===== config.mk =====
export PLATFORM = sky130hd
export DESIGN_NAME = xil_dip_sink_flat
export DESIGN_NICKNAME = d
export VERILOG_FILES = /design/src/rtl/xil_dip_pkg.sv /design/src/rtl/xil_dip_sink_if.sv /design/src/rtl/xil_sync_fifo.sv /design/src/rtl/xil_dip_sink.sv /design/src/flat_wrapper.sv
export SDC_FILE = /design/constraint.sdc
export NUM_CORES = 1
export LEC_CHECK = 0
export CELL_PAD_IN_SITES_DETAIL_PLACEMENT = 0
export CELL_PAD_IN_SITES_GLOBAL_PLACEMENT = 1
export CORE_UTILIZATION = 40
export CTS_BUF_LIST = sky130_fd_sc_hd__clkbuf_4
export DETAILED_ROUTE_END_ITERATION = 16
export PLACE_DENSITY = 0.7
export SYNTH_ARGS = -nofsm -noshare
export SYNTH_HDL_FRONTEND = slang
export SYNTH_HIERARCHICAL = 1
export SYNTH_SLANG_ARGS = --single-unit

===== constraint.sdc =====
create_clock -name clk -period 3.8 [get_ports clk]
set_input_delay 0.38 -clock clk [delete_from_list [all_inputs] [get_ports clk]]
set_output_delay 0.38 -clock clk [all_outputs]
set_load 0.01 [all_outputs]

===== src/rtl/xil_dip_pkg.sv =====
// Shared types and default widths for the DIP-sample sink.
package xil_dip_pkg;
  typedef enum logic [1:0] {IDLE = 2'b01, HOLD = 2'b10} sink_state_t;

  localparam int DEF_DATA_W = 32;
  localparam int DEF_LED_W  = 8;
endpackage


===== src/rtl/xil_dip_sink_if.sv =====
// DIP-sample handshake: source drives data_rdy/data_in, sink answers with rdy_for_data.
interface xil_dip_sink_if #(parameter int DATA_W = 32);
  logic              data_rdy;
  logic [DATA_W-1:0] data_in;
  logic              rdy_for_data;

  modport master (output data_rdy, data_in, input rdy_for_data);
  modport slave  (input data_rdy, data_in, output rdy_for_data);
endinterface


===== src/rtl/xil_sync_fifo.sv =====
// First-word-fall-through FIFO; head is valid whenever empty is low.
module xil_sync_fifo #(
  parameter  int DATA_W = 32,
  parameter  int DEPTH  = 4,
  localparam int AW     = $clog2(DEPTH),
  localparam int CW     = AW + 1
) (
  input  logic              clk,
  input  logic              rst,
  input  logic              push,
  input  logic [DATA_W-1:0] din,
  input  logic              pop,
  output logic [DATA_W-1:0] head,
  output logic              empty,
  output logic              full,
  output logic [CW-1:0]     count
);
  logic [DATA_W-1:0] mem [DEPTH];
  logic [AW-1:0]     wr_ptr, rd_ptr;

  // Storage carries no reset; occupancy alone decides what is valid.
  always_ff @(posedge clk) begin
    if (push) mem[wr_ptr] <= din;
  end

  always_ff @(posedge clk or posedge rst) begin
    if (rst) begin
      wr_ptr <= '0;
      rd_ptr <= '0;
      count  <= '0;
    end else begin
      if (push) wr_ptr <= wr_ptr + 1'b1;
      if (pop)  rd_ptr <= rd_ptr + 1'b1;
      count <= count + CW'(push) - CW'(pop);
    end
  end

  assign head  = mem[rd_ptr];
  assign empty = (count == '0);
  assign full  = (count == CW'(DEPTH));
endmodule


===== src/rtl/xil_dip_sink.sv =====
// DIP-sample consumer: drops repeated samples, queues changes, and shows each on the LEDs.
module xil_dip_sink
  import xil_dip_pkg::*;
#(
  parameter int DATA_W      = DEF_DATA_W,
  parameter int LED_W       = DEF_LED_W,
  parameter int DEPTH       = 4,
  parameter int HOLD_CYCLES = 16
) (
  input  logic             clk,
  input  logic             rst,
  xil_dip_sink_if.slave    bus,
  output logic [LED_W-1:0] GPIO_LED,
  output logic             led_busy,
  output logic [15:0]      chg_cnt
);
  localparam int CW = $clog2(DEPTH) + 1;
  localparam int HW = (HOLD_CYCLES > 1) ? $clog2(HOLD_CYCLES) : 1;

  logic              rdy_q, have_last, acc, push, pop;
  logic [DATA_W-1:0] last, head;
  logic              empty, full;
  logic [CW-1:0]     count, cnt_next;
  sink_state_t       state, state_n;
  logic [HW-1:0]     hcnt, hcnt_n;
  logic [LED_W-1:0]  led_n;
  wire               unused_fifo = ^{head, full};

  xil_sync_fifo #(.DATA_W(DATA_W), .DEPTH(DEPTH)) u_fifo (
    .clk   (clk),
    .rst   (rst),
    .push  (push),
    .din   (bus.data_in),
    .pop   (pop),
    .head  (head),
    .empty (empty),
    .full  (full),
    .count (count)
  );

  assign acc      = rdy_q & bus.data_rdy;
  assign push     = acc & (~have_last | (bus.data_in != last));
  assign cnt_next = count + CW'(push) - CW'(pop);

  // Ready looks at next-cycle occupancy, so a full FIFO can never see a push.
  always_ff @(posedge clk or posedge rst) begin
    if (rst) begin
      rdy_q     <= 1'b0;
      have_last <= 1'b0;
      last      <= '0;
      chg_cnt   <= '0;
    end else begin
      rdy_q <= (cnt_next < CW'(DEPTH));
      if (push) begin
        last      <= bus.data_in;
        have_last <= 1'b1;
        chg_cnt   <= chg_cnt + 16'd1;
      end
    end
  end

  assign bus.rdy_for_data = rdy_q;

  always_ff @(posedge clk or posedge rst) begin
    if (rst) begin
      state    <= IDLE;
      hcnt     <= '0;
      GPIO_LED <= '0;
    end else begin
      state    <= state_n;
      hcnt     <= hcnt_n;
      GPIO_LED <= led_n;
    end
  end

  always_comb begin
    state_n = state;
    hcnt_n  = hcnt;
    led_n   = GPIO_LED;
    pop     = 1'b0;
    case (state)
      IDLE: if (!empty) begin
        pop     = 1'b1;
        led_n   = head[LED_W-1:0];
        hcnt_n  = HW'(HOLD_CYCLES - 1);
        state_n = HOLD;
      end
      HOLD: begin
        if (hcnt == '0) state_n = IDLE;
        else            hcnt_n  = hcnt - 1'b1;
      end
      default: state_n = IDLE;
    endcase
  end

  assign led_busy = (state == HOLD);
endmodule


===== src/flat_wrapper.sv =====
// flat-port wrapper written by rule: the top's interface ports become plain ports
module xil_dip_sink_flat import xil_dip_pkg::*;
#(
  parameter int DATA_W      = DEF_DATA_W,
  parameter int LED_W       = DEF_LED_W,
  parameter int DEPTH       = 4,
  parameter int HOLD_CYCLES = 16
)
  (clk, rst, GPIO_LED, led_busy, chg_cnt, bus_data_rdy, bus_data_in, bus_rdy_for_data);
  xil_dip_sink_if #(.DATA_W(DATA_W)) bus_i ();
  input  logic clk;
  input  logic rst;
  output logic [LED_W-1:0] GPIO_LED;
  output logic led_busy;
  output logic [15:0] chg_cnt;
  input wire logic [$bits(bus_i.data_rdy)-1:0] bus_data_rdy;
  input wire logic [$bits(bus_i.data_in)-1:0] bus_data_in;
  output wire logic [$bits(bus_i.rdy_for_data)-1:0] bus_rdy_for_data;
  assign bus_i.data_rdy = bus_data_rdy;
  assign bus_i.data_in = bus_data_in;
  assign bus_rdy_for_data = bus_i.rdy_for_data;
  xil_dip_sink #(.DATA_W(DATA_W), .LED_W(LED_W), .DEPTH(DEPTH), .HOLD_CYCLES(HOLD_CYCLES)) u_core (.clk(clk), .rst(rst), .bus(bus_i), .GPIO_LED(GPIO_LED), .led_busy(led_busy), .chg_cnt(chg_cnt));
endmodule

After elaboration in Yosys (flattened, before gate mapping)
Memories as Yosys holds them, arrays and structs flattened. A register that Yosys moved wholly into a read port is not among the register bits. Index checks and enable logic that the tools add are counted.

Magnitude comparators: 1. Reductions and logical operators: 6. Bitwise operators: 5. Equality and inequality tests: 6. Muxes and demuxes: 10. Add/sub/neg operators: 6.

Operators by type and width (number): inequality test 32 bit (1); adder 16 x 1 -> 16 bit (second input constant) (1); two-way mux 4 bit (2); one-hot mux 4 bit (2 select lines) (1); adder 2 x 1 -> 2 bit (second input constant) (2); zero test 4 bit (1); two-way mux 1 bit (4); two-way mux 2 bit (2); inequality test 2 bit (second input constant) (2); one-hot mux 2 bit (2 select lines) (1); AND reduction 2 bit (2); subtractor 4 x 1 -> 4 bit (second input constant) (1); adder 3 x 1 -> 3 bit (1); zero test 3 bit (1); < comparator 3 bit (second input constant) (1); AND reduction 3 bit (1); subtractor 3 x 1 -> 3 bit (1); bitwise AND 1 bit (2); equality test 2 x 1 -> 1 bit (second input constant) (1); equality test 2 bit (second input constant) (1); inequality test 2 x 1 -> 1 bit (second input constant) (1); inverter 1 bit (2); nonzero test 2 bit (1); bitwise OR 1 bit (1).

Memories kept: 1. RAM bits: 128. Input port bits: 35. Register bits: 63. Output and inout bits: 26. Word-level logic and storage cells: 44.

Memory list: u_core.u_fifo.mem (words 4, bits a word 32, read ports 1, clocked after Yosys merged registers in 1, wr ports 1, line xil_sync_fifo.sv:18) `logic [DATA_W-1:0] mem [DEPTH];`.

Depth between registers and ports, before layout
Gate-level depths: netlist of the first run.

Depth after elaboration: 6. Gate-level depth with buffers: 12. Depth with buffers taken out: 12.

Hierarchy
The synthesis of the first run kept the hierarchy.

Modules (own cells, without submodules): xil_sync_fifo (area each 5058.6 um^2, instances 1, seq. area each 4018.9 um^2, cells each 203); xil_dip_sink (area each 3324.4 um^2, instances 1, seq. area each 1602.8 um^2, cells each 277).

Worst setup path before layout of the first run
OpenSTA, ideal clock, no wires.

Path type: register to register. Start: reg u_core.last[9]. End: reg u_core.u_fifo.count[2]. Cell stages (with the launch flop): 10. Path slack: 1008 ps. Setup time: 124 ps. Data required time: 3676 ps. Data arrival time: 2668 ps. Buffers on the path: 1. Period minus slack after synthesis: 2792 ps. Path through: dfrtp_1 -> xor2_1 -> or4_4 -> nor4_4 -> a31oi_2 -> buf_6 -> ha_1 -> fa_1 -> xor2_1 -> xnor2_1.

Longest elaborated chain between the ends: 5.

Ends and longest elaborated chain: start, declared (line xil_dip_sink.sv:21) `logic [DATA_W-1:0] last, head;`; start signal, assigned (line xil_dip_sink.sv:55) `last <= bus.data_in;`; inequality test 32 bit (line xil_dip_sink.sv:42) `assign push = acc & (~have_last | (bus.data_in != last));`; bitwise OR 1 bit (line xil_dip_sink.sv:42); bitwise AND 1 bit (line xil_dip_sink.sv:42); named net u_core.push (line xil_dip_sink.sv:20) `logic rdy_q, have_last, acc, push, pop;`; adder 3 x 1 -> 3 bit (line xil_sync_fifo.sv:34) `count <= count + CW'(push) - CW'(pop);`; subtractor 3 x 1 -> 3 bit (line xil_sync_fifo.sv:34); end signal, assigned (line xil_sync_fifo.sv:34); end, declared (line xil_sync_fifo.sv:16) `output logic [CW-1:0] count`.

The timed path passes the listed nets, and every way through them passes these cells. A chain may end at the register's enable or synchronous reset.

Worst setup path in the final report of the first run
Start: reg u_core.last[9]. End: reg u_core.u_fifo.count[2].

Longest elaborated chain between the ends: 5.

Ends and longest elaborated chain (line): inequality test 32 bit (xil_dip_sink.sv:42); bitwise OR 1 bit (xil_dip_sink.sv:42); bitwise AND 1 bit (xil_dip_sink.sv:42); adder 3 x 1 -> 3 bit (xil_sync_fifo.sv:34); subtractor 3 x 1 -> 3 bit (xil_sync_fifo.sv:34).

Every way passes these cells.

==> impl_metrics.prom, run 1 <==
# TYPE chip_impl_metric gauge
chip_impl_metric{name="power.share.combinational",unit="%"} 40.2
chip_impl_info{name="critical_path_class",value="flop to flop"} 1
chip_impl_metric{name="crit_path_required_time",unit="ns"} 4.19
chip_impl_metric{name="report.final.setup_viol",unit=""} 0
chip_impl_info{name="cts_root_buf",value="sky130_fd_sc_hd__clkbuf_4"} 1
chip_impl_info{name="crit_path_end",value="u_core/u_fifo/count[2]"} 1
chip_impl_metric{name="fp.dieH",unit="um"} 113.0
chip_impl_metric{name="ff2ff_path_depth",unit=""} 8
chip_impl_metric{name="syn2layout_area_growth",unit="%"} 17.91
chip_impl_metric{name="final.min_clock_period",unit="ns"} 2.726
chip_impl_metric{name="worst-path-max-fanout",unit=""} 4
chip_impl_metric{name="drtPass1Iterations",unit=""} 4
chip_impl_metric{name="cts.sinks",unit=""} 103
chip_impl_metric{name="drc",unit=""} 0
chip_impl_metric{name="initialDrtViolationCount",unit=""} 85
chip_impl_metric{name="report.power.total",unit="W"} 0.003988
chip_impl_metric{name="power.sequential.fraction",unit="%"} 45.2
chip_impl_metric{name="post_drt_wl_per_cell",unit="um"} 16.24
chip_impl_metric{name="postSynthNetCount",unit=""} 403
chip_impl_metric{name="design.portCount",unit=""} 61
chip_impl_info{name="worstSetupEndpointType",value="flop"} 1
chip_impl_metric{name="peakVddDrop",unit="V"} 0.0002421
chip_impl_metric{name="p_sw_share",unit="%"} 35.37
chip_impl_metric{name="htree_levels",unit=""} 3
chip_impl_info{name="rsz_0062_raised_after_global_routing",value="no"} 1
chip_impl_metric{name="dieWidth",unit="um"} 113.0
chip_impl_info{name="run_status",value="complete, no violations"} 1
chip_impl_metric{name="finalHoldViolCount",unit=""} 0
chip_impl_metric{name="route.detailed.vias_per_inst",unit=""} 5.157
chip_impl_metric{name="cts-resized-gates",unit=""} 0
chip_impl_info{name="layout_commonest_cell",value="sky130_fd_sc_hd__dfrtp_1"} 1
chip_impl_metric{name="grt_pass1_vias",unit=""} 3012
chip_impl_metric{name="clock_insertion_delay_worst_skew",unit="ns"} 0.49
chip_impl_metric{name="detailroute.via_count",unit=""} 2960
chip_impl_metric{name="netlist_area",unit="mm^2"} 0.004925
chip_impl_metric{name="fin_hold_ws",unit="ns"} 0.1460
chip_impl_metric{name="postRouteAntennaNets",unit=""} 0
chip_impl_metric{name="core",unit="mm^2"} 0.01201
chip_impl_metric{name="grt_first_pass_wirelength",unit="um"} 15540
chip_impl_info{name="most-common-layout-cells",value="sky130_fd_sc_hd__dfrtp_1 (70), sky130_fd_sc_hd__clkdlybuf4s50_1 (60), sky130_fd_sc_hd__xnor2_1 (35)"} 1
chip_impl_metric{name="slew-limit-headroom",unit="%"} 32.75
chip_impl_metric{name="clock-skew-final",unit="ns"} 0.03160
chip_impl_metric{name="cp_data_arrival_time",unit="ns"} 3.12
chip_impl_metric{name="start_util",unit="%"} 41.00
chip_impl_metric{name="gr-usage-all-layers",unit="%"} 15.96
chip_impl_metric{name="number_of_input_and_output_port_buffers_inserted",unit=""} 60
chip_impl_metric{name="fin_crit_sh",unit="%"} 71.74
chip_impl_metric{name="filler_cell_count",unit=""} 1116
chip_impl_metric{name="globalRoute.totalOverflow",unit=""} 0
chip_impl_metric{name="avgSynthCellArea",unit="um^2"} 13.79
chip_impl_metric{name="power_report.internal_total",unit="W"} 0.002577
chip_impl_metric{name="postSynthCellCount",unit=""} 357
chip_impl_metric{name="gp_congestion",unit=""} 0.7308
chip_impl_info{name="worst_r2r_endpoint",value="u_core/u_fifo/count[2]"} 1
chip_impl_metric{name="numCtsBuffers",unit=""} 9
chip_impl_metric{name="floorplan.die_area",unit="mm^2"} 0.01276
chip_impl_info{name="rr_startpoint",value="u_core/last[9]"} 1
chip_impl_info{name="setup.worst_path.start_class",value="flop"} 1
chip_impl_metric{name="largest_net_degree_at_the_start_of_global_routing",unit=""} 47
chip_impl_metric{name="design.final.nets",unit=""} 468
chip_impl_metric{name="maxClockFrequency",unit="MHz"} 366.8
chip_impl_metric{name="clk_path_buf_depth",unit=""} 2
chip_impl_metric{name="grt_antenna_before_repair",unit=""} 0
chip_impl_metric{name="p_per_area",unit="mW/mm^2"} 686.7
chip_impl_info{name="worst_setup_path_startpoint",value="u_core/last[9]"} 1
chip_impl_metric{name="yosysWarnings",unit=""} 6
chip_impl_metric{name="cts.hold.buffers_added",unit=""} 0
chip_impl_metric{name="detailedPlacementHpwl",unit="um"} 6688
chip_impl_metric{name="post-cts-setup-buffer-count",unit=""} 0
chip_impl_metric{name="power_leakage",unit="nW"} 2.345
chip_impl_metric{name="drv_cap",unit=""} 0
chip_impl_metric{name="power.switching",unit="W"} 0.001410
chip_impl_metric{name="reg2reg_setup_slack",unit="ns"} 1.07
chip_impl_metric{name="cts.reportedPaths.clkPinSlew",unit="ns"} 0.17
chip_impl_metric{name="drive_above_1_share",unit="%"} 17.10
chip_impl_metric{name="final_max_slew_viol_count",unit=""} 0
chip_impl_metric{name="power_frac_clock",unit="%"} 14.6
chip_impl_metric{name="totalNegativeSetupSlack",unit="ns"} 0
chip_impl_metric{name="worst_pin_slew",unit="ns"} 1.007
chip_impl_info{name="min-delay-path-class",value="input port to asynchronous set/reset pin"} 1
chip_impl_metric{name="detail_route.wirelength",unit="um"} 9324
chip_impl_info{name="tritoncts",value="built"} 1
chip_impl_metric{name="antenna_diode_instance_count",unit=""} 0
chip_impl_metric{name="floorplan.rows",unit=""} 40
==> routing by layer <==
metal | track usage (%) | share of wire (%) | vias up
met1 | 20.55 | 46 | 1485
met5 | 0 | 0 | -
li1 | - | - | 1416
met4 | 5.702 | 1.4 | 0
met2 | 26.26 | 49 | 49
met3 | 4.017 | 3.4 | 10
==> worst min path at each step <==
stage                                   from                       to  slack, ns
after detailed placement  u_core/chg_cnt[15]       u_core/chg_cnt[15]       0.46
after global routing                     rst  u_core/u_fifo/wr_ptr[1]       0.17
after floorplan                          rst   u_core/u_fifo/count[0]       0.18
final                                    rst  u_core/u_fifo/rd_ptr[1]       0.15
after global placement    u_core/chg_cnt[15]       u_core/chg_cnt[15]       0.46
after CTS                                rst  u_core/u_fifo/rd_ptr[1]       0.12
==> through the flow <==
| stage | worst slack [ns] | cell area [um^2] | cells | util (%) |
|---|---|---|---|---|
| finish | 1.074 | 5807 | 574 | 48.34 |
| detailed placement | 0.6144 | 5657 | 558 | 47.09 |
| floorplan | 1.009 | 4925 | 357 | - |
| global placement | 0.6777 | 5657 | 558 | 47.09 |
| CTS | 1.038 | 5807 | 574 | 48.34 |
| global route | 0.9348 | 5807 | 574 | 48.34 |
==> power groups by stage <==
stage | logic (W) | registers [W] | clock network, W
final | 0.00160 | 0.00180 | 0.000584
after global routing | 0.00176 | 0.00185 | 0.000655
after CTS | 0.00163 | 0.00181 | 0.000614
after detailed placement | 0.00162 | 0.00183 | 0
after global placement | 0.00160 | 0.00182 | 0
after floorplan | 0.00125 | 0.00178 | 0
==> worst max-delay path, cell delays in order, from the launching register on <==
cell and delay, ns:
sky130_fd_sc_hd__dfrtp_1 0.46, sky130_fd_sc_hd__xor2_1 0.18, sky130_fd_sc_hd__or4_4 0.57, sky130_fd_sc_hd__nor4_4 0.41, sky130_fd_sc_hd__a31oi_4 0.14, sky130_fd_sc_hd__ha_1 0.23
sky130_fd_sc_hd__fa_1 0.37, sky130_fd_sc_hd__xor2_1 0.16, sky130_fd_sc_hd__xnor2_1 0.13
==> registers in the layout (all words and copies together) (netlist names) <==
name                     flops
u_core/last                 32
u_core/u_fifo/mem           32
u_core/chg_cnt              16
u_core/GPIO_LED              8
u_core/hcnt                  4
u_core/u_fifo/count          3
u_core/state                 2
u_core/u_fifo/rd_ptr         2
u_core/u_fifo/wr_ptr         2
u_core/bus.rdy_for_data      1
u_core/have_last             1
==> final cells by class <==
| class | instances | area, um^2 | share of cell area (%) |
|---|---|---|---|
| Clock buffer | 9 | 67.56 | 1.164 |
| Clock inverter | 7 | 82.58 | 1.422 |
| Inverter | 17 | 63.81 | 1.099 |
| Multi-Input combinational cell | 224 | 2017 | 34.73 |
| Sequential cell | 103 | 2739 | 47.17 |
| Tap cell | 147 | 183.9 | 3.167 |
| Timing Repair Buffer | 67 | 653.1 | 11.25 |
Power figures use the tool's default switching activity.
==> inputs of run 2 (changes only) <==
Clock period 3.8 ns to 2.65 ns, I/O delays scaled along.
==> impl_metrics.prom, run 2 (synthesis results as in run 1) <==
# TYPE chip_impl_metric gauge
chip_impl_metric{name="power_leakage",unit="nW"} 2.510
chip_impl_metric{name="floorplan.die_area",unit="mm^2"} 0.01276
chip_impl_metric{name="grt_first_pass_wirelength",unit="um"} 15990
chip_impl_metric{name="drc",unit=""} 0
chip_impl_metric{name="globalRoute.totalOverflow",unit=""} 0
chip_impl_info{name="tritoncts",value="built"} 1
chip_impl_info{name="cell_breakdown_of_the_critical_path",value="xor2_1 > or4_4 > nor4_4 > a31oi_4 > buf_4 > and2_1 > buf_4"} 1
chip_impl_metric{name="gp_congestion",unit=""} 0.7789
chip_impl_metric{name="filler_cell_count",unit=""} 1083
chip_impl_metric{name="clock-skew-final",unit="ns"} 0.02254
chip_impl_metric{name="finalHoldViolCount",unit=""} 0
chip_impl_info{name="critical_path_class",value="flop to flop"} 1
chip_impl_metric{name="floorplan.rows",unit=""} 40
chip_impl_metric{name="worst_pin_slew",unit="ns"} 0.6113
chip_impl_info{name="largestRegisters",value="u_core/last (32), u_core/u_fifo/mem (32), u_core/chg_cnt (16)"} 1
chip_impl_metric{name="final_max_slew_viol_count",unit=""} 0
chip_impl_metric{name="post_drt_wl_per_cell",unit="um"} 15.68
chip_impl_metric{name="critPathMaxStageDelay",unit="ns"} 0.57
chip_impl_info{name="slowest_stage",value="sky130_fd_sc_hd__or4_4"} 1
chip_impl_metric{name="detailedPlacementHpwl",unit="um"} 6898
chip_impl_metric{name="htree_levels",unit=""} 3
chip_impl_metric{name="fp.dieH",unit="um"} 113.0
chip_impl_metric{name="dieWidth",unit="um"} 113.0
chip_impl_metric{name="numPlacedInstances",unit=""} 588
chip_impl_info{name="run_status",value="complete, no violations"} 1
chip_impl_metric{name="cp_data_arrival_time",unit="ns"} 2.73
chip_impl_metric{name="cts.reportedPaths.clkPinSlew",unit="ns"} 0.16
chip_impl_info{name="cts_root_buf",value="sky130_fd_sc_hd__clkbuf_4"} 1
chip_impl_metric{name="syn2layout_area_growth",unit="%"} 23.15
chip_impl_metric{name="initialDrtViolationCount",unit=""} 132
chip_impl_metric{name="final_cell_count_no_fill",unit=""} 606
chip_impl_metric{name="p_per_area",unit="mW/mm^2"} 982.1
chip_impl_metric{name="detailroute.via_count",unit=""} 3031
chip_impl_metric{name="drtPass1Iterations",unit=""} 4
chip_impl_metric{name="design.portCount",unit=""} 61
chip_impl_metric{name="start_util",unit="%"} 41.00
chip_impl_metric{name="core",unit="mm^2"} 0.01201
chip_impl_metric{name="cts.hold.buffers_added",unit=""} 0
chip_impl_metric{name="largest_net_degree_at_the_start_of_global_routing",unit=""} 65
chip_impl_metric{name="drv_cap",unit=""} 0
chip_impl_metric{name="clock_insertion_delay_worst_skew",unit="ns"} 0.47
chip_impl_metric{name="crit_path_required_time",unit="ns"} 2.88
chip_impl_metric{name="design.final.nets",unit=""} 500
chip_impl_metric{name="grt_antenna_before_repair",unit=""} 0
chip_impl_metric{name="drive_above_1_share",unit="%"} 23.31
chip_impl_info{name="worstSetupEndpointType",value="flop"} 1
chip_impl_metric{name="report.final.setup_viol",unit=""} 0
chip_impl_info{name="min-delay-path-class",value="input port to asynchronous set/reset pin"} 1
chip_impl_metric{name="finalInstanceArea",unit="mm^2"} 0.006065
chip_impl_info{name="most-common-layout-cells",value="sky130_fd_sc_hd__dfrtp_1 (69), sky130_fd_sc_hd__clkdlybuf4s50_1 (60), sky130_fd_sc_hd__buf_4 (38)"} 1
chip_impl_metric{name="gr-usage-all-layers",unit="%"} 16.47
chip_impl_metric{name="antenna_diode_instance_count",unit=""} 0
chip_impl_metric{name="postRouteAntennaNets",unit=""} 0
chip_impl_metric{name="maxClockFrequency",unit="MHz"} 399.9
chip_impl_metric{name="numCtsBuffers",unit=""} 9
chip_impl_metric{name="final.min_clock_period",unit="ns"} 2.501
chip_impl_info{name="worst_path_most_repeated_cell",value="sky130_fd_sc_hd__buf_4"} 1
chip_impl_metric{name="slew-limit-headroom",unit="%"} 59.25
chip_impl_metric{name="worst-path-max-fanout",unit=""} 36
chip_impl_metric{name="postPlaceCellArea",unit="mm^2"} 0.005894
chip_impl_info{name="rsz_0062_raised_after_global_routing",value="no"} 1
chip_impl_metric{name="grt_pass1_vias",unit=""} 3216
chip_impl_metric{name="cts.sinks",unit=""} 103
chip_impl_info{name="layout_commonest_cell",value="sky130_fd_sc_hd__dfrtp_1"} 1
chip_impl_metric{name="peakVddDrop",unit="V"} 0.0005636
chip_impl_metric{name="clk_path_buf_depth",unit=""} 2
chip_impl_metric{name="fin_crit_sh",unit="%"} 94.37
chip_impl_metric{name="route.detailed.vias_per_inst",unit=""} 5.002
chip_impl_info{name="setup.worst_path.start_class",value="flop"} 1
chip_impl_metric{name="detail_route.wirelength",unit="um"} 9503
chip_impl_metric{name="number_of_input_and_output_port_buffers_inserted",unit=""} 60
run 2: power breakdown:
part,switching (W),internal [W]
Clock,0.000531,0.000320
Combinational,0.00106,0.00145
Sequential,0.000414,0.00218
run 2: repair_timing:
item | in CTS | in global routing
gates resized for setup | 0 | 4
endpoints found under the setup margin | 0 | 1
buffers inserted | 0 | 2
run 2: final timing paths:
kind | cells after the start | end | slack [ns] | from
worst max-delay path | 7 | u_core/u_fifo/mem[2][1] | 0.15 | u_core/last[9]
worst min-delay path | 2 | u_core/u_fifo/count[2] | 0.07 | rst
worst max register to register | 7 | u_core/u_fifo/mem[2][1] | 0.15 | u_core/last[9]
worst min register to register | 1 | u_core/chg_cnt[15] | 0.49 | u_core/chg_cnt[15]
max in group asynchronous | 3 | u_core/last[7] | 2.15 | rst
min in group clk | 3 | u_core/last[22] | 0.37 | bus_data_in[22]
run 2: per-layer routing:
| metal | vias to the layer above | track usage [%] | wire length (um) |
|---|---|---|---|
| met5 | - | 0 | 0 |
| met4 | 0 | 4.123 | 123 |
| met3 | 7 | 4.874 | 333 |
| met2 | 50 | 28.15 | 4720 |
| met1 | 1502 | 20.55 | 4325 |
| li1 | 1472 | - | - |
run 2: area by class of cell:
cell class                      count  area [um^2]  area share [%]
Clock buffer                       11        82.58           1.362
Clock inverter                      5        63.81           1.052
Inverter                           17        66.31           1.093
Multi-Input combinational cell    224         2022           33.34
Sequential cell                   103         2740           45.18
Tap cell                          147        183.9           3.033
Timing Repair Buffer               99        905.9           14.94
run 2: per-stage QoR:
step                      setup TNS [ns]  setup slack (ns)  utilization [%]  hold WS, ns  total power [W]
after detailed placement          -3.535           -0.1326            49.07       0.4583         0.005122
final                                  0            0.1492            50.49      0.06916         0.005956
after floorplan                        0          0.005068                -      0.06840         0.004345
after global routing                   0           0.01123            50.49      0.06693         0.006408
after CTS                              0            0.1354            50.29      0.04810         0.006003
after global placement            -2.766           -0.1108            49.07       0.4663         0.005066
run 2: critical path, delay by kind of cell (launching register included):
family / cells / cell delay (ns)
xor+xnor: 1 / 0.18
compound gates: 1 / 0.12
flops: 1 / 0.45
simple gates: 3 / 1.03
buf+inv: 2 / 0.48
==> inputs of run 3 (changes only) <==
Settings changed: CORE_ASPECT_RATIO set to 0.7, DONT_BUFFER_PORTS set to 1, PLACE_DENSITY 0.7 to 0.65.
==> impl_metrics.prom, run 3 (synthesis results as in run 1) <==
# TYPE chip_impl_metric gauge
chip_impl_info{name="run_status",value="complete, no violations"} 1
chip_impl_info{name="setup.worst_path.start_class",value="flop"} 1
chip_impl_metric{name="p_per_area",unit="mW/mm^2"} 986.0
chip_impl_info{name="most-common-layout-cells",value="sky130_fd_sc_hd__dfrtp_1 (70), sky130_fd_sc_hd__xnor2_1 (35), sky130_fd_sc_hd__dlygate4sd3_1 (33)"} 1
chip_impl_metric{name="cts.sinks",unit=""} 103
chip_impl_info{name="critical_path_class",value="flop to flop"} 1
chip_impl_metric{name="post_drt_wl_per_cell",unit="um"} 18.20
chip_impl_metric{name="drtPass1Iterations",unit=""} 4
chip_impl_info{name="worstSetupEndpointType",value="flop"} 1
chip_impl_info{name="largestRegisters",value="u_core/last (32), u_core/u_fifo/mem (32), u_core/chg_cnt (16)"} 1
chip_impl_info{name="tritoncts",value="built"} 1
chip_impl_metric{name="postLayoutCoreUtil",unit="%"} 47.05
chip_impl_metric{name="slew-limit-headroom",unit="%"} 57.55
chip_impl_metric{name="dieWidth",unit="um"} 134.6
chip_impl_metric{name="floorplan.die_area",unit="mm^2"} 0.01277
chip_impl_info{name="rsz_0062_raised_after_global_routing",value="no"} 1
chip_impl_metric{name="clock_insertion_delay_worst_skew",unit="ns"} 0.47
chip_impl_metric{name="crit_path_required_time",unit="ns"} 3.03
chip_impl_metric{name="post-place-ws",unit="ns"} 0.1449
chip_impl_metric{name="clock-skew-final",unit="ns"} 0.01435
chip_impl_metric{name="antenna_diode_instance_count",unit=""} 0
chip_impl_metric{name="worst_pin_slew",unit="ns"} 0.6357
chip_impl_metric{name="hold_path_cells",unit=""} 3
chip_impl_metric{name="drv_cap",unit=""} 0
chip_impl_metric{name="grt_antenna_before_repair",unit=""} 0
chip_impl_metric{name="setup_slack_after_layout",unit="ns"} 0.1564
chip_impl_metric{name="grt_pass1_vias",unit=""} 2993
chip_impl_metric{name="fin_crit_sh",unit="%"} 94.10
chip_impl_metric{name="report.power.total",unit="W"} 0.005497
chip_impl_metric{name="postRouteAntennaNets",unit=""} 0
chip_impl_metric{name="cts.reportedPaths.clkPinSlew",unit="ns"} 0.17
chip_impl_info{name="min-delay-path-class",value="input port to flop"} 1
chip_impl_metric{name="finalHoldViolCount",unit=""} 0
chip_impl_metric{name="post-cts-setup-buffer-count",unit=""} 0
chip_impl_metric{name="fp.dieH",unit="um"} 94.84
chip_impl_metric{name="worst-path-max-fanout",unit=""} 3
chip_impl_metric{name="design.final.nets",unit=""} 445
chip_impl_metric{name="power_leakage",unit="nW"} 2.272
chip_impl_metric{name="initialDrtViolationCount",unit=""} 119
chip_impl_metric{name="maxClockFrequency",unit="MHz"} 401.0
chip_impl_metric{name="final_max_slew_viol_count",unit=""} 0
chip_impl_metric{name="route.detailed.vias_per_inst",unit=""} 5.089
chip_impl_metric{name="detailedPlacementHpwl",unit="um"} 7077
chip_impl_metric{name="core",unit="mm^2"} 0.01185
chip_impl_metric{name="gr-usage-all-layers",unit="%"} 17.56
chip_impl_metric{name="number_of_input_and_output_port_buffers_inserted",unit=""} 0
chip_impl_metric{name="filler_cell_count",unit=""} 1045
chip_impl_metric{name="numCtsBuffers",unit=""} 9
chip_impl_metric{name="peakVddDrop",unit="V"} 0.0003892
chip_impl_metric{name="design.portCount",unit=""} 61
chip_impl_metric{name="ff2ff_path_depth",unit=""} 8
chip_impl_metric{name="report.final.setup_viol",unit=""} 0
chip_impl_metric{name="detailroute.via_count",unit=""} 2855
chip_impl_metric{name="drc",unit=""} 0
chip_impl_metric{name="totalNegativeSetupSlack",unit="ns"} 0
chip_impl_metric{name="start_util",unit="%"} 41.56
chip_impl_metric{name="detail_route.wirelength",unit="um"} 10210
chip_impl_metric{name="largest_net_degree_at_the_start_of_global_routing",unit=""} 37
chip_impl_metric{name="final.min_clock_period",unit="ns"} 2.494
chip_impl_metric{name="cp_data_arrival_time",unit="ns"} 2.87
chip_impl_metric{name="syn2layout_area_growth",unit="%"} 13.21
chip_impl_metric{name="htree_levels",unit=""} 3
chip_impl_metric{name="globalRoute.totalOverflow",unit=""} 0
chip_impl_metric{name="clk_path_buf_depth",unit=""} 2
chip_impl_metric{name="drive_above_1_share",unit="%"} 19.31
chip_impl_info{name="layout_commonest_cell",value="sky130_fd_sc_hd__dfrtp_1"} 1
chip_impl_info{name="cts_root_buf",value="sky130_fd_sc_hd__clkbuf_4"} 1
chip_impl_metric{name="floorplan.rows",unit=""} 33
chip_impl_metric{name="gp_congestion",unit=""} 0.7694
chip_impl_metric{name="grt_first_pass_wirelength",unit="um"} 16480
==> run 3: cell types whose count changed in the layout (fill, tap and decap cells not counted), sizes merged <==
cell / change
clkdlybuf4s50: -60
clkinv: +3
clkinvlp: -1
clkbuf: -1
buf: -28
bufinv: -1
dlygate4sd3: +33
==> run 3: final cells by class <==
cell class / count / area, um^2 / area share, %
clock buffers: 10 / 75.07 / 1.346
clock inverters: 6 / 62.56 / 1.122
inverters: 17 / 66.31 / 1.189
multi-input cells: 224 / 2023 / 36.29
flip-flops and latches: 103 / 2739 / 49.12
well taps: 157 / 196.4 / 3.523
repair buffers: 44 / 412.9 / 7.406
==> run 3: timing repair <==
item	CTS	global route
endpoints found under the hold margin	96	0
hold buffers	33	0
resized for setup	0	2
setup endpoints to repair	0	1
==> run 3: critical path, cell delays in order, from the launching register on <==
cell and delay [ns]:
sky130_fd_sc_hd__dfrtp_1 0.45, sky130_fd_sc_hd__xor2_1 0.17, sky130_fd_sc_hd__or4_4 0.56, sky130_fd_sc_hd__nor4_4 0.22, sky130_fd_sc_hd__a31oi_4 0.13, sky130_fd_sc_hd__ha_1 0.23, sky130_fd_sc_hd__fa_1 0.38, sky130_fd_sc_hd__xor2_1 0.16
sky130_fd_sc_hd__xnor2_1 0.12
==> run 3: per-layer routing <==
layer  track usage, %  routed length, um
met3            5.958                500
met1            24.61               5202
met5                0                  0
met2            26.37               4438
met4            3.652                 66
==> run 3: path summary, 6_finish.rpt <==
path	start	end	slack, ns
setup reg to reg	u_core/last[9]	u_core/u_fifo/count[2]	0.16
hold / removal	bus_data_rdy	u_core/have_last	0.14
setup / recovery	u_core/last[9]	u_core/u_fifo/count[2]	0.16
max in group asynchronous	rst	u_core/last[13]	1.58
min in group asynchronous	rst	u_core/u_fifo/rd_ptr[1]	0.20
hold reg to reg	u_core/last[22]	u_core/last[22]	0.52
==> run 3: stage by stage <==
stage          std cells  hold WS [ns]  cell area (um^2)
6_report             561        0.1444              5575
4_1_cts              561        0.1247              5573
5_1_grt              561        0.1283              5575
3_5_place_dp         512        0.1039              5105
2_1_floorplan        357       0.06840              4925
3_3_place_gp         512        0.1043              5105
==> run 3: where the power goes <==
part	switching (W)	internal [W]
logic	0.000934	0.00110
clock network	0.000563	0.000229
registers	0.000497	0.00218
